## src/rtl/color_pwm_driver.sv

```systemverilog
// Three-channel PWM driver that fades linearly between colour-code targets.
// Latency: code sampled in 1 cycle, FADE entered the cycle after; PWM outputs registered (1-cycle lag).
// Backpressure: none; a code change mid-fade retargets the fade immediately.
module color_pwm_driver #(
    parameter int PWM_WIDTH   = 8,
    parameter int STEP_CYCLES = 4
) (
    input  logic       clk,
    input  logic       rst_n,
    input  logic [1:0] color,
    output logic       pwm_r,
    output logic       pwm_g,
    output logic       pwm_b,
    output logic       busy
);
    localparam logic [PWM_WIDTH-1:0] MAX = '1;
    localparam int SW = (STEP_CYCLES > 1) ? $clog2(STEP_CYCLES) : 1;
    localparam logic [SW-1:0] STEP_LAST = SW'(STEP_CYCLES - 1);

    typedef enum logic {IDLE, FADE} state_t;

    state_t               state, state_nxt;
    logic [1:0]           color_q;
    logic [PWM_WIDTH-1:0] pwm_cnt;
    logic [SW-1:0]        step_cnt, step_nxt;
    logic [PWM_WIDTH-1:0] lvl_r, lvl_g, lvl_b;
    logic [PWM_WIDTH-1:0] lvl_r_nxt, lvl_g_nxt, lvl_b_nxt;
    logic [PWM_WIDTH-1:0] tgt_r, tgt_g, tgt_b;

    function automatic logic [PWM_WIDTH-1:0] step_toward(
        input logic [PWM_WIDTH-1:0] lvl,
        input logic [PWM_WIDTH-1:0] tgt
    );
        if (lvl < tgt)
            return lvl + 1'b1;
        else if (lvl > tgt)
            return lvl - 1'b1;
        else
            return lvl;
    endfunction

    always_comb begin
        tgt_r = '0;
        tgt_g = '0;
        tgt_b = '0;
        case (color_q)
            2'd1:    tgt_b = MAX;
            2'd2:    tgt_r = MAX;
            2'd3: begin
                tgt_r = MAX;
                tgt_g = MAX;
                tgt_b = MAX;
            end
            default: ;
        endcase
    end

    always_comb begin
        state_nxt = state;
        step_nxt  = step_cnt;
        lvl_r_nxt = lvl_r;
        lvl_g_nxt = lvl_g;
        lvl_b_nxt = lvl_b;
        case (state)
            IDLE: begin
                if (lvl_r != tgt_r || lvl_g != tgt_g || lvl_b != tgt_b) begin
                    state_nxt = FADE;
                    step_nxt  = '0;
                end
            end
            FADE: begin
                if (step_cnt == STEP_LAST) begin
                    step_nxt  = '0;
                    lvl_r_nxt = step_toward(lvl_r, tgt_r);
                    lvl_g_nxt = step_toward(lvl_g, tgt_g);
                    lvl_b_nxt = step_toward(lvl_b, tgt_b);
                    // Leave FADE only once the post-step levels have all landed.
                    if (lvl_r_nxt == tgt_r && lvl_g_nxt == tgt_g && lvl_b_nxt == tgt_b)
                        state_nxt = IDLE;
                end else begin
                    step_nxt = step_cnt + 1'b1;
                end
            end
            default: state_nxt = IDLE;
        endcase
    end

    always_ff @(posedge clk or negedge rst_n) begin
        if (!rst_n) begin
            state    <= IDLE;
            color_q  <= '0;
            pwm_cnt  <= '0;
            step_cnt <= '0;
            lvl_r    <= '0;
            lvl_g    <= '0;
            lvl_b    <= '0;
            pwm_r    <= 1'b0;
            pwm_g    <= 1'b0;
            pwm_b    <= 1'b0;
        end else begin
            state    <= state_nxt;
            color_q  <= color;
            pwm_cnt  <= pwm_cnt + 1'b1;
            step_cnt <= step_nxt;
            lvl_r    <= lvl_r_nxt;
            lvl_g    <= lvl_g_nxt;
            lvl_b    <= lvl_b_nxt;
            pwm_r    <= (pwm_cnt < lvl_r);
            pwm_g    <= (pwm_cnt < lvl_g);
            pwm_b    <= (pwm_cnt < lvl_b);
        end
    end

    assign busy = (state == FADE);
endmodule

```

## config.mk

```make
export PLATFORM = sky130hd
export DESIGN_NAME = color_pwm_driver
export DESIGN_NICKNAME = d
export VERILOG_FILES = /design/src/rtl/color_pwm_driver.sv
export SDC_FILE = /design/constraint.sdc
export NUM_CORES = 1
export LEC_CHECK = 0
export BUFFER_PORTS_ARGS = -buffer_cell sky130_fd_sc_hd__buf_2
export CAP_MARGIN = 15
export CORE_UTILIZATION = 37
export CTS_BUF_LIST = sky130_fd_sc_hd__clkbuf_8
export CTS_CLUSTER_DIAMETER = 40
export DETAILED_ROUTE_END_ITERATION = 6
export GPL_TIMING_DRIVEN = 0
export PLACE_DENSITY = 0.59
export SETUP_SLACK_MARGIN = 0.15
export SLEW_MARGIN = 20
export SYNTH_ARGS = -nofsm -noshare
export SYNTH_HDL_FRONTEND = slang
export SYNTH_SLANG_ARGS = --single-unit
```

## constraint.sdc

```tcl
create_clock -name clk -period 4.1 [get_ports clk]
set_clock_uncertainty 0.05 [all_clocks]
set_input_delay 0.205 -clock clk [delete_from_list [all_inputs] [get_ports clk]]
set_output_delay 0.205 -clock clk [all_outputs]
set_load 0.03 [all_outputs]
```

==> run summary <==
Status -> finished clean
Number of buffers created by CTS -> 5
Post-CTS Setup Repair Bufs -> 0
Die height -> 100 um
Top_reg_cell synth -> dfrtp_1
Placed inst area -> 3770 um^2
Post-DR vias/cell -> 5.54
WL final -> 8560 um
Post-DR wirelength/cell -> 15.4 um
Post-layout min period -> 3.63 ns
Clk slew on worst S/H paths -> 0.09 ns
Kind of critical path -> register to register
Fin crit share -> 0.885
Data arrival time of the worst path -> 3.74 ns
Drt drc -> 0
Clock sink count -> 40
CP max FO -> 16
Worst slew pin tran -> 0.947 ns
Worst hold path type -> input pin to asynchronous set/reset pin
Vias -> 3073
Synthesis-to-finish area growth -> 9.48%
Initial antenna violation count -> 0
H-tree depth -> 2
Syn Nets -> 458
Sequential cell area -> 1000 um^2
Pwr dens -> 571 nW/um^2
Die ar. -> 10100 um^2
#FFs+latches synth -> 40
Max-slew violations -> 0
FILL cells -> 949
Drt pass-1 iters -> 4
Global-route usage over all layers -> 0.184
Max-cap violations -> 0
Post-place setup slack -> 0.0112 ns
Fmax -> 276 MHz
Yosys warnings -> 0
Gpl congestion -> 0.884
VDD IR max -> 0.000224 V
Clock Root Buffer -> clkbuf_8
Sequential area share after synthesis -> 0.280
Share of cells above drive strength 1 -> 0.106
Syn avg cell area -> 8.73 um^2
Endpoints failing hold -> 0
CTS tree -> done
Setup TNS -> 0 ns
Startpoint types -> register
Vias in the first global route -> 3010
Io pins -> 8
Largest net degree at the start of global routing -> 41
Endpoints failing setup -> 0
Antenna cells -> 0
1st-iter DRT viols -> 134
Post_cts resized -> 0
Slew headroom -> 0.369
Worst-skew pair later-pin latency -> 0.30 ns
Rows -> 35
Initial Utilization -> 0.385
I/O Buffers -> 7
Mapped Cells -> 410
CTS max path bufs -> 2
Fin nets -> 473
First-pass GRT wire length -> 14500 um
Fin worst setup slack -> 0.472 ns
ANT nets after route -> 0
Overflow after GRT -> 0
Critical Path Sink Type -> register
Asr flop ratio synth -> 1.00
Final Total Pwr -> 2240 uW
EDFF count, synth -> 0
Synth cell types -> 63
Design Area, Final -> 3920 um^2
Pleak -> 0.00167 uW
Worst path required time -> 4.21 ns
Core area -> 9280 um^2
Mapped Area -> 3580 um^2
Area of the multi-input gates -> 2410 um^2
Final core utilization -> 0.422
Dpl hpwl -> 6400 um
Die Wd -> 100 um
RSZ-0062 raised after global routing -> no
==> report_power, final <==
group / internal (uW) / switching, uW
registers: 500 / 150
clock network: 215 / 147
logic: 507 / 719
total: 1220 / 1010
==> state kept, by name (all words and copies together), names as in the netlist <==
register,cells
lvl_g,8
pwm_g,1
pwm_r,1
color_q,2
step_cnt,2
lvl_r,8
pwm_cnt,8
pwm_b,1
lvl_b,8
busy,1
==> synth_stat cells, types with 3 or more instances <==
cell type / number / share of area
a21o_1: 10 / 0.021
a21oi_1: 28 / 0.039
a22o_1: 3 / 0.0073
and2_1: 5 / 0.0087
and4_1: 6 / 0.015
buf_2: 3 / 0.0042
clkbuf_1: 7 / 0.0073
dfrtp_1: 40 / 0.28
ha_1: 44 / 0.15
inv_1: 25 / 0.026
inv_2: 3 / 0.0031
nand2_1: 26 / 0.027
nand2b_1: 6 / 0.010
nand3_1: 21 / 0.029
nand4_1: 14 / 0.024
nor2_1: 34 / 0.036
nor2b_1: 7 / 0.012
nor3_1: 11 / 0.015
nor4_1: 5 / 0.0087
o211ai_1: 3 / 0.0063
o21a_1: 3 / 0.0063
o21ai_0: 18 / 0.025
o31ai_1: 4 / 0.0084
or4_1: 4 / 0.0084
xnor2_1: 31 / 0.076
==> layout make-up <==
cell class	count	share of cell area
Clock buffer	7	0.0246
Multi-Input combinational cell	330	0.616
Sequential cell	40	0.256
Inverter	28	0.0268
Clock inverter	1	0.00767
Timing Repair Buffer	9	0.0141
Tap cell	129	0.0412
Buffer	11	0.0144
==> worst paths after layout <==
check	from	endpoint	slack [ns]	cells after the start
setup / recovery	color_q[1]	busy	0.47	12
setup reg to reg	color_q[1]	busy	0.47	12
hold / removal	rst_n	color_q[0]	0.002	1
hold reg to reg	step_cnt[1]	step_cnt[1]	0.48	1
max in group asynchronous	rst_n	lvl_b[7]	3.41	1
min in group clk	step_cnt[1]	step_cnt[1]	0.48	1
==> placed cells by master, fill, tap and decap left out, types with 4 or more instances in the layout <==
cell type and instances:
inv_1 25, nor3_1 11, and4_1 6, ha_1 44, dfrtp_1 40, buf_2 10, or4_1 4, o21ai_0 18
a21oi_1 28, nand3_1 21, nor2_1 34, nor2b_1 7, and2_1 5, nand2_1 26, o31ai_1 4, nand4_1 14
xnor2_1 31, nand2b_1 6, clkbuf_8 7, a21o_1 10, nor4_1 5, clkbuf_1 6
==> metrics by stage <==
step,instances,hold WS [ns]
6_report,555,0.00215
5_1_grt,555,0.0850
4_1_cts,555,0.0442
3_5_place_dp,546,0.265
3_3_place_gp,546,0.264
2_1_floorplan,410,-0.141
==> critical path, stage by stage, from the launching register on <==
cell and delay [ns]:
dfrtp_1 0.33, buf_4 0.23, nand2_1 0.28, ha_1 0.39, and3_1 0.22, and2_4 0.18
o31a_4 0.36, nor3_1 0.33, a22oi_1 0.19, xnor2_1 0.17, or4_1 0.50, mux2i_1 0.16
a31oi_1 0.09
==> timing repair <==
action / 4_1_cts / 5_1_grt
endpoints found under the setup margin: 1 / 0
hold endpoints to repair: 2 / 0
hold buffers: 2 / 0
==> logic make-up after synthesis <==
group,synth area share
simple gates,0.233
compound gates,0.198
fa+ha+maj,0.154
buf+inv,0.0462
flops,0.280
xor+xnor,0.0808
mux,0.00909
==> routing by layer <==
layer	GRT usage	share of wire	vias up	routed length (um)
met1	0.243	0.49	1495	4210
met2	0.320	0.48	49	4070
met4	0.0446	0.011	0	91
met5	0	0	-	0
met3	0.0223	0.022	7	192
li1	-	-	1522	-
(Power assumes the default switching activity.)
